### src/rtl/regfile_wb_arbiter.sv
// Register-file writeback arbiter: two small FIFOs (ALU, load unit) are drained
// round-robin into a single registered write port, one entry per cycle.
module regfile_wb_arbiter #(
  parameter int DEPTH   = 4,
  parameter int DROP_R0 = 1
) (
  input  logic        clk,
  input  logic        rst,
  input  logic        alu_valid,
  output logic        alu_ready,
  input  logic [4:0]  alu_waddr,
  input  logic [31:0] alu_data,
  input  logic        mem_valid,
  output logic        mem_ready,
  input  logic [4:0]  mem_waddr,
  input  logic [31:0] mem_data,
  output logic        rf_we,
  output logic [4:0]  rf_waddr,
  output logic [31:0] rf_din,
  output logic        busy
);

  localparam int            AW     = $clog2(DEPTH);
  localparam logic [AW:0]   L_FULL = (AW + 1)'(DEPTH);

  // Channel index 0 is the ALU, 1 is the load unit.
  logic [AW-1:0] r_wptr  [2];
  logic [AW-1:0] r_rptr  [2];
  logic [AW:0]   r_cnt   [2];
  logic [4:0]    r_faddr [2][DEPTH];
  logic [31:0]   r_fdata [2][DEPTH];
  logic          r_last;

  logic          w_in_valid [2];
  logic [4:0]    w_in_addr  [2];
  logic [31:0]   w_in_data  [2];
  logic          w_rdy      [2];
  logic          w_ne       [2];
  logic          w_push     [2];
  logic          w_pop      [2];
  logic          w_any;
  logic          w_sel;
  logic          w_keep;
  logic [4:0]    w_pop_addr;
  logic [31:0]   w_pop_data;

  always_comb begin
    w_in_valid[0] = alu_valid;
    w_in_valid[1] = mem_valid;
    w_in_addr[0]  = alu_waddr;
    w_in_addr[1]  = mem_waddr;
    w_in_data[0]  = alu_data;
    w_in_data[1]  = mem_data;
    for (int c = 0; c < 2; c++) begin
      w_rdy[c]  = (r_cnt[c] != L_FULL);
      w_ne[c]   = (r_cnt[c] != '0);
      w_push[c] = w_in_valid[c] && w_rdy[c];
    end
    // Under contention the channel not granted last time wins.
    w_any = w_ne[0] || w_ne[1];
    if (w_ne[0] && w_ne[1]) begin
      w_sel = ~r_last;
    end else begin
      w_sel = w_ne[1];
    end
    w_pop[0]   = w_any && !w_sel;
    w_pop[1]   = w_any && w_sel;
    w_pop_addr = r_faddr[w_sel][r_rptr[w_sel]];
    w_pop_data = r_fdata[w_sel][r_rptr[w_sel]];
    w_keep     = !((DROP_R0 != 0) && (w_pop_addr == 5'd0));
  end

  assign alu_ready = w_rdy[0];
  assign mem_ready = w_rdy[1];
  assign busy      = w_ne[0] || w_ne[1] || rf_we;

  always_ff @(posedge clk) begin
    for (int c = 0; c < 2; c++) begin
      if (w_push[c]) begin
        r_faddr[c][r_wptr[c]] <= w_in_addr[c];
        r_fdata[c][r_wptr[c]] <= w_in_data[c];
      end
    end
  end

  always_ff @(posedge clk or posedge rst) begin
    if (rst) begin
      for (int c = 0; c < 2; c++) begin
        r_wptr[c] <= '0;
        r_rptr[c] <= '0;
        r_cnt[c]  <= '0;
      end
      r_last   <= 1'b0;
      rf_we    <= 1'b0;
      rf_waddr <= 5'd0;
      rf_din   <= 32'd0;
    end else begin
      for (int c = 0; c < 2; c++) begin
        if (w_push[c]) r_wptr[c] <= r_wptr[c] + 1'b1;
        if (w_pop[c])  r_rptr[c] <= r_rptr[c] + 1'b1;
        case ({w_push[c], w_pop[c]})
          2'b10:   r_cnt[c] <= r_cnt[c] + 1'b1;
          2'b01:   r_cnt[c] <= r_cnt[c] - 1'b1;
          default: r_cnt[c] <= r_cnt[c];
        endcase
      end
      // A discarded r0 entry still consumes its grant.
      if (w_any) r_last <= w_sel;
      rf_we <= w_any && w_keep;
      if (w_any && w_keep) begin
        rf_waddr <= w_pop_addr;
        rf_din   <= w_pop_data;
      end
    end
  end

endmodule

### config.mk
export PLATFORM = sky130hd
export DESIGN_NAME = regfile_wb_arbiter
export DESIGN_NICKNAME = d
export VERILOG_FILES = /design/src/rtl/regfile_wb_arbiter.sv
export SDC_FILE = /design/constraint.sdc
export NUM_CORES = 1
export LEC_CHECK = 0
export CELL_PAD_IN_SITES_DETAIL_PLACEMENT = 1
export CELL_PAD_IN_SITES_GLOBAL_PLACEMENT = 1
export CORE_ASPECT_RATIO = 0.9
export CORE_MARGIN = 2
export CORE_UTILIZATION = 35
export DETAILED_ROUTE_END_ITERATION = 6
export MAX_ROUTING_LAYER = met4
export PLACE_DENSITY = 0.57
export SKIP_LAST_GASP = 1
export SYNTH_ARGS = -nofsm -noshare
export SYNTH_HDL_FRONTEND = slang
export SYNTH_SLANG_ARGS = --single-unit
### constraint.sdc
create_clock -name clk -period 6.7 [get_ports clk]
set_clock_uncertainty 0.1 [all_clocks]
set_input_delay 0.67 -clock clk [delete_from_list [all_inputs] [get_ports clk]]
set_output_delay 0.67 -clock clk [all_outputs]
set_load 0.005 [all_outputs]
==> flow_summary.json, run 1 <==
{
  "status": "finished, final reports clean",
  "synth.area.top_cells": "edfxtp_1 65%, dfrtp_1 9.7%, nor2b_1 3.9%, a2111oi_0 3.7%, o221ai_1 2.0%",
  "seq_area_frac_synth_pct": 74.73,
  "cts.path.max_buffers": 3,
  "cap_violations": 0,
  "ys_ff_latch": 349,
  "placement.io_buffers": 118,
  "die_h_um": 191.5,
  "grt_max_degree": 69,
  "die_w_um": 212.3,
  "synthCells": 850,
  "cp-start-kind": "register",
  "via_per_inst": 5.156,
  "cts_tree": "yes",
  "post_cts_buffers": 0,
  "synth_top_area_share_pct": 65.03,
  "post_cts_resized": 0,
  "tns_ns": 0,
  "synthFlopType": "edfxtp_1",
  "post-synth-top-area-cell": "edfxtp_1",
  "hpwl_um": 20500,
  "ctsHoldBuffers": 0,
  "hold_viol": 0,
  "grt_first_pass_wirelength_um": 53490,
  "clkLatencyLatePin_ns": 0.53,
  "post-synth-top-count-cell": "edfxtp_1",
  "num_vias": 7883,
  "p_per_area_mw_per_mm2": 475.0,
  "maxSlewHeadroom_pct": 40.66,
  "p_leak_nw": 5.445,
  "fin_crit_ns": 3.437,
  "cts.sinks": 349,
  "post_drt_wl_per_cell_um": 23.17,
  "yosys_warnings": 0,
  "io_pins": 119,
  "overflow": 0,
  "drive_gt1_share_pct": 11.95,
  "synth_edf_count": 296,
  "cts_buffers": 39,
  "vdd_drop_max_mv": 0.1684,
  "rows": 68,
  "syn-cell-area_mm2": 0.01367,
  "worst-slew-pin-transition_ns": 0.8715,
  "clk_pin_slew_worst_paths_ns": 0.06,
  "grt_pass1_vias": 8496,
  "timing.fmax_ghz": 0.2909,
  "syn_nets": 940,
  "cp_data_arrival_time_ns": 3.75,
  "first_pass_iters": 5,
  "drc": 0,
  "routed_wl_um": 35420,
  "start_util_pct": 35.54,
  "syn_avg_cell_area_um2": 16.08,
  "cts_htree_levels": 2,
  "place_congestion": 0.7195,
  "slew_violations": 0,
  "cp.required_ns": 7.02,
  "drt_iter0_drc": 460,
  "synth_cell_types": 45,
  "grt_antenna_before_repair": 0,
  "num_antenna_cells": 0,
  "area_growth_pct": 21.97,
  "cts-root-buf": "clkbuf_16",
  "async_flop_share_pct": 15.19,
  "setup_viol": 0,
  "core_mm2": 0.03846,
  "utilization_pct": 43.35,
  "postRouteAntennaNets": 0,
  "cp_max_fo": 35,
  "grt_use_total_pct": 18.49,
  "cp-end-kind": "register",
  "layout.nets": 1066,
  "min_path_type": "reg -> reg",
  "synth_common_cells": "296 x edfxtp_1, 85 x nor2b_1, 58 x a2111oi_0",
  "rsz0062_at_grt": "no",
  "finalCritPeriodShare_pct": 51.30,
  "crit_type": "reg -> reg",
  "fp.dieArea_mm2": 0.04065
}
state kept, by name, summed over array words and instances (netlist names):
| register | count |
|---|---|
| r_rptr | 4 |
| r_wptr | 4 |
| r_cnt | 6 |
| r_last | 1 |
| rf_din | 32 |
| r_fdata | 256 |
| rf_we | 1 |
| r_faddr | 40 |
| rf_waddr | 5 |
kinds of logic after synthesis:
kind of cell | count (synthesis) | share of synthesized area [%]
AO/OA/AOI/OAI | 179 | 10.31
XOR/XNOR | 12 | 0.7689
adder cells (fa/ha/maj) | 12 | 1.208
buffers and inverters | 71 | 2.215
flip-flops | 349 | 74.73
multiplexers | 33 | 3.378
AND/OR/NAND/NOR | 194 | 7.387
worst max-delay path, stage by stage, from the launching register on:
cell	delay (ns)
dfrtp_1	0.85
buf_4	0.45
mux4_2	0.37
or2_1	0.24
o32a_1	0.38
o21ai_4	0.14
buf_4	0.41
nor3_1	0.12
a32o_1	0.27
metrics by stage:
stage | power [mW] | worst slack [ns] | area, um2 | hold slack [ns] | cells
detailed placement | 5.979 | 3.235 | 15450 | 0.3659 | 1460
finish | 7.919 | 3.263 | 16670 | 0.3754 | 1529
floorplan | 4.839 | 3.802 | 13670 | 0.3698 | 850
global placement | 5.905 | 3.267 | 15450 | 0.3622 | 1460
CTS | 8.049 | 3.228 | 16670 | 0.3793 | 1529
global route | 8.402 | 3.090 | 16670 | 0.4040 | 1529
routing by layer:
layer  up-vias  global-route usage (%)  part of all wire [%]
li1       3592                       -                     -
met1      4065                   24.41                    45
met2       168                   30.25                    48
met3        58                   2.596                   4.7
met4         0                   4.761                   2.0
met5         -                       -                     0
placed cells by master, fill, tap and decap left out, types with 10 or more instances in the layout:
cell type	n
edfxtp_1	296
clkdlybuf4s50_1	118
nor2b_1	85
a2111oi_0	58
dfrtp_1	50
nor2_1	39
nand2_1	39
clkbuf_16	39
o221ai_1	31
o31ai_1	26
a211oi_1	25
buf_4	23
o21ai_0	15
inv_1	13
mux2_2	12
clkinv_2	12
mux2i_1	11
ha_1	10
area by class of cell:
class,instances,area (um2)
Fill cell,3832,21790
Sequential cell,349,10220
Multi-Input combinational cell,430,3169
Timing Repair Buffer,141,1354
Clock buffer,49,1033
Tap cell,525,656.9
Clock inverter,20,182.7
Inverter,15,56.30
where the power goes:
part           internal, mW  switching [mW]  leakage (nW)
sequential             2.95           0.272          3.32
combinational          1.03            1.61          1.52
clock                  1.21           0.839         0.606
total                  5.20            2.72          5.45
final timing paths:
check / startpoint / end / slack, ns / depth (start not counted)
setup reg to reg: r_rptr[3] / rf_din[17] / 3.26 / 8
min in group asynchronous: rst / r_wptr[0] / 0.62 / 3
hold reg to reg: rf_din[7] / rf_din[7] / 0.38 / 2
setup / recovery: r_rptr[3] / rf_din[17] / 3.26 / 8
hold / removal: rf_din[7] / rf_din[7] / 0.38 / 2
max in group asynchronous: rst / r_rptr[2] / 5.26 / 3
No activity file was read; power rests on OpenSTA's default activity.
==> run 2: changes to the inputs <==
- PLACE_DENSITY: 0.57 -> 0.59
- clock period: 6.7 -> 3 ns (I/O delays scaled with it)
==> flow_summary.json, run 2 (same netlist as run 1, synthesis figures left out) <==
{
  "status": "finished, final reports clean",
  "timing.fmax_ghz": 0.3561,
  "hpwl_um": 23520,
  "layout.nets": 1086,
  "fin_crit_ns": 2.808,
  "path_buf_inv": 2,
  "clk_pin_slew_worst_paths_ns": 0.06,
  "grt_use_total_pct": 19.28,
  "cpPeakStageDelay_ns": 0.50,
  "p_leak_nw": 5.561,
  "cts_htree_levels": 2,
  "cp_max_fo": 5,
  "rsz0062_at_grt": "no",
  "min_path_type": "in -> async",
  "drive_gt1_share_pct": 13.17,
  "die_w_um": 212.3,
  "place_congestion": 0.7146,
  "routed_wl_um": 36720,
  "cp-start-kind": "register",
  "fp.dieArea_mm2": 0.04065,
  "hold_viol": 0,
  "post_cts_buffers": 0,
  "grt_antenna_before_repair": 0,
  "clkLatencyLatePin_ns": 0.53,
  "pre_cts_ws_ns": 0.2696,
  "die_h_um": 191.5,
  "grt_first_pass_wirelength_um": 55750,
  "setup_viol": 0,
  "placement.io_buffers": 118,
  "first_pass_iters": 5,
  "critPathTopFamily": "simple AND/OR/NAND/NOR gates",
  "via_per_inst": 5.181,
  "fillCellCount": 3815,
  "cp-end-kind": "output port",
  "cp_data_arrival_time_ns": 2.41,
  "worst-slew-pin-transition_ns": 0.8195,
  "num_vias": 8031,
  "vdd_drop_max_mv": 0.5018,
  "rows": 68,
  "grt_pass1_vias": 8722,
  "drc": 0,
  "num_antenna_cells": 0,
  "slew_violations": 0,
  "cp_slowest_cell": "or3_1",
  "start_util_pct": 35.54,
  "io_pins": 119,
  "overflow": 0,
  "cap_violations": 0,
  "finalCritPeriodShare_pct": 93.61,
  "post_drt_wl_per_cell_um": 23.69,
  "largest_register_ffs": 256,
  "tns_ns": 0,
  "setup_ws_ns": 0.1917,
  "area_growth_pct": 23.80,
  "final_common_cell": "edfxtp_1",
  "maxSlewHeadroom_pct": 43.96,
  "core_mm2": 0.03846,
  "postRouteAntennaNets": 0,
  "p_per_area_mw_per_mm2": 1065,
  "cts_buffers": 38,
  "drt_iter0_drc": 388,
  "cts.path.max_buffers": 3,
  "final_cell_mix": "296 x edfxtp_1, 118 x clkdlybuf4s50_1, 85 x nor2b_1, 58 x a2111oi_0, 50 x dfrtp_1",
  "crit_type": "reg -> out",
  "cp.required_ns": 2.60,
  "grt_max_degree": 76,
  "crit_chain": "or3_1, nor4_2, buf_4, nand2b_1, clkdlybuf4s50_1",
  "cts.sinks": 349,
  "cts-root-buf": "clkbuf_16",
  "cts_tree": "yes"
}
-- run 2: changes by cell type in the layout (fill, tap and decap cells not counted), moves of 2 or more --
cell,previous run,this run
buf_12,0,10
buf_4,23,34
bufinv_16,3,1
clkbuf_1,8,10
clkbuf_8,2,5
clkinv_1,2,7
clkinv_2,12,6
-- run 2: area by class of cell --
| class | instances | area, um2 | area share [%] |
|---|---|---|---|
| clock buffers | 54 | 1082 | 6.396 |
| clock inverters | 15 | 95.09 | 0.5620 |
| inverters | 15 | 56.30 | 0.3327 |
| multi-input cells | 430 | 3176 | 18.77 |
| flip-flops and latches | 349 | 10220 | 60.39 |
| well taps | 525 | 656.9 | 3.882 |
| repair buffers | 162 | 1637 | 9.672 |
-- run 2: power breakdown --
group	leakage [nW]	total, mW	switching (mW)	internal [mW]
clock network	0.581	4.46	1.86	2.59
registers	3.32	7.12	0.531	6.59
logic	1.66	6.44	3.85	2.59
total	5.56	18.0	6.25	11.8
-- run 2: per-layer routing --
metal / global-route usage, % / wire length [um] / share of wire, %
met1: 25.08 / 16410 / 45
met4: 5.352 / 817 / 2.2
met5: - / 0 / 0
met2: 31.64 / 18010 / 49
met3: 2.891 / 1478 / 4.0
-- run 2: repair_timing --
action                                  4_1_cts  5_1_grt
resized for setup                             0        1
hold buffers                                  0        0
endpoints found under the hold margin         0        0
endpoints found under the setup margin        0        1
-- run 2: through the flow --
stage / total power [mW] / hold slack, ns / instance area (um2) / util [%] / cells
3_3_place_gp: 13.59 / 0.3860 / 15740 / 40.92 / 1481
6_report: 18.02 / 0.07797 / 16920 / 44.00 / 1550
5_1_grt: 19.14 / 0.1392 / 16920 / 44.00 / 1550
4_1_cts: 18.28 / 0.1014 / 16920 / 43.98 / 1550
2_1_floorplan: 10.81 / 0.2989 / 13670 / - / 850
3_5_place_dp: 13.79 / 0.3805 / 15740 / 40.92 / 1481
-- run 2: worst paths after layout --
kind,startpoint,endpoint,slack (ns),cells past startpoint
worst max-delay path,r_cnt[0],busy,0.19,5
worst min-delay path,rst,r_wptr[2],0.08,2
worst max register to register,r_cnt[0],r_cnt[5],0.27,11
worst min register to register,rf_din[27],rf_din[27],0.40,2
max in group asynchronous,rst,r_rptr[1],2.08,3
min in group clk,alu_data[15],r_fdata[0][15],0.30,1
==> run 3: changes to the inputs <==
- ABC_AREA: default -> 1
- DONT_BUFFER_PORTS: default -> 1
- PLACE_DENSITY: 0.59 -> 0.57
==> flow_summary.json, run 3 <==
{
  "status": "finished, final reports clean",
  "post-synth-top-count-cell": "nand2_1",
  "timing.fmax_ghz": 0.3526,
  "synth_edf_count": 296,
  "syn_nets": 1265,
  "hold_viol": 0,
  "start_util_pct": 35.58,
  "grt_use_total_pct": 19.57,
  "hpwl_um": 23260,
  "drive_gt1_share_pct": 9.854,
  "dp_cells": 1682,
  "synthFlopType": "edfxtp_1",
  "post-synth-top-area-cell": "edfxtp_1",
  "postRouteAntennaNets": 0,
  "core_mm2": 0.03954,
  "finalCritPeriodShare_pct": 94.53,
  "cp_max_fo": 20,
  "cp.required_ns": 3.39,
  "worst-r2r-setup-slack_ns": 0.16,
  "die_w_um": 215.3,
  "area_growth_pct": 20.57,
  "crit_type": "reg -> reg",
  "cp-start-kind": "register",
  "cts_tree": "yes",
  "synth_top_area_share_pct": 63.18,
  "num_vias": 9043,
  "slew_violations": 0,
  "grt_max_degree": 73,
  "fin_crit_ns": 2.836,
  "cts_buffers": 40,
  "maxSlewHeadroom_pct": 50.82,
  "cts.path.max_buffers": 3,
  "cap_violations": 0,
  "stdcell_count": 1836,
  "drc": 0,
  "fp.dieArea_mm2": 0.04182,
  "cts_htree_levels": 2,
  "synth.area.top_cells": "edfxtp_1 63%, nand2_1 12%, dfrtp_1 9.4%, nand3_1 4.3%, o2bb2ai_1 2.0%",
  "syn_avg_cell_area_um2": 11.97,
  "setup_viol": 0,
  "first_pass_iters": 5,
  "placement.io_buffers": 0,
  "cts.sinks": 349,
  "cp-end-kind": "register",
  "holdWs_ns": 0.07779,
  "largest_register_ffs": 256,
  "overflow": 0,
  "crit_chain": "nor2_2, nand2_1, nand2_4, nand2_4, nand2_1, nand2_2, inv_2, nand3_1, nand2_1, nor2_2, nand3_4, buf_4, nand3_1, nand2_1",
  "clkLatencyLatePin_ns": 0.56,
  "async_flop_share_pct": 15.19,
  "routed_wl_um": 38980,
  "cp_data_arrival_time_ns": 3.23,
  "post_drt_wl_per_cell_um": 21.23,
  "critPathTopFamily": "simple AND/OR/NAND/NOR gates",
  "final_common_cell": "nand2_1",
  "cp_slowest_cell": "dfrtp_1",
  "die_h_um": 194.2,
  "grt_pass1_vias": 9677,
  "via_per_inst": 4.925,
  "cts-root-buf": "clkbuf_16",
  "p_leak_nw": 6.430,
  "rows": 69,
  "synth_common_cells": "445 x nand2_1, 296 x edfxtp_1, 120 x nand3_1",
  "grt_antenna_before_repair": 5,
  "final_cell_mix": "444 x nand2_1, 296 x edfxtp_1, 120 x nand3_1, 75 x dlygate4sd3_1, 53 x dfrtp_1",
  "p_per_area_mw_per_mm2": 1267,
  "grt_first_pass_wirelength_um": 59690,
  "placed_area_mm2": 0.01491,
  "layout.nets": 1357,
  "path_buf_inv": 2,
  "place_congestion": 0.7529,
  "rsz0062_at_grt": "yes",
  "cp_common_cell": "nand2_1",
  "stdcell_area_mm2": 0.01696,
  "worst-slew-pin-transition_ns": 0.7367,
  "seq_area_frac_synth_pct": 72.61,
  "cpPeakStageDelay_ns": 0.41,
  "ys_ff_latch": 349,
  "min_path_type": "in -> reg",
  "synth_cell_types": 29,
  "utilization_pct": 42.90,
  "tns_ns": 0,
  "synthCells": 1175,
  "drt_iter0_drc": 472,
  "clk_pin_slew_worst_paths_ns": 0.05,
  "io_pins": 119,
  "vdd_drop_max_mv": 0.5164,
  "syn-cell-area_mm2": 0.01407,
  "post_cts_buffers": 0,
  "yosys_warnings": 0
}
run 3: cell count changes after synthesis, sizes merged, moves of 32 or more:
cell / change
nand2: +411
nand3: +116
nor2b: -85
a2111oi: -58
a31oi: +32
o2bb2ai: +32
run 3: kinds of logic after synthesis:
group           after synthesis  synth area share (%)
flops                       349                 72.61
fa+ha+maj                    12                 1.174
compound gates              107                 4.945
simple gates                601                 17.67
xor+xnor                      7                0.4358
buf+inv                      99                 3.166
run 3: per-layer routing:
metal / up-vias / part of all wire, % / GRT usage [%]
li1: 4276 / - / -
met4: 0 / 2.1 / 5.900
met3: 61 / 5.0 / 3.498
met1: 4509 / 47 / 26.17
met2: 197 / 46 / 30.53
met5: - / 0 / -
run 3: final timing paths:
check / from / to / cells past startpoint
worst max register to register: r_cnt[3] / rf_din[28] / 14
worst min register to register: r_rptr[3] / r_rptr[3] / 1
worst min-delay path: mem_valid / r_cnt[0] / 3
min in group asynchronous: rst / rf_waddr[2] / 2
max in group asynchronous: rst / rf_din[1] / 3
worst max-delay path: r_cnt[3] / rf_din[28] / 14
run 3: layout make-up:
type / count / area, um2
Fill cell: 4215 / 22580
Sequential cell: 349 / 10210
Multi-Input combinational cell: 727 / 3476
Timing Repair Buffer: 116 / 1184
Clock buffer: 54 / 1147
Tap cell: 532 / 665.6
Clock inverter: 20 / 133.9
Inverter: 33 / 128.9
Antenna cell: 5 / 12.51
run 3: worst min-delay path, delay by kind of cell:
kind / cells / cell delay, ns
and+or+nand+nor: 1 / 0.09
adders and majority gates: 1 / 0.21
xor gates and xnor gates: 1 / 0.08
run 3: power breakdown:
part / switching (mW) / internal, mW / total [mW] / leakage (nW)
Clock: 1.94 / 2.78 / 4.73 / 0.637
Sequential: 0.486 / 6.63 / 7.11 / 3.34
Combinational: 6.57 / 3.09 / 9.65 / 2.46
Total: 9.00 / 12.5 / 21.5 / 6.43
run 3: stage by stage:
step / setup slack (ns) / power, mW
6_report: 0.1640 / 21.49
5_1_grt: -0.003183 / 23.17
4_1_cts: 0.1371 / 21.84
3_5_place_dp: 0.1616 / 16.90
3_3_place_gp: 0.2868 / 16.67
2_1_floorplan: 0.1242 / 13.52
run 3: timing repair:
item	CTS	global route
endpoints found under the setup margin	0	31
resized for setup	0	2
hold buffers	75	0
endpoints found under the hold margin	320	0
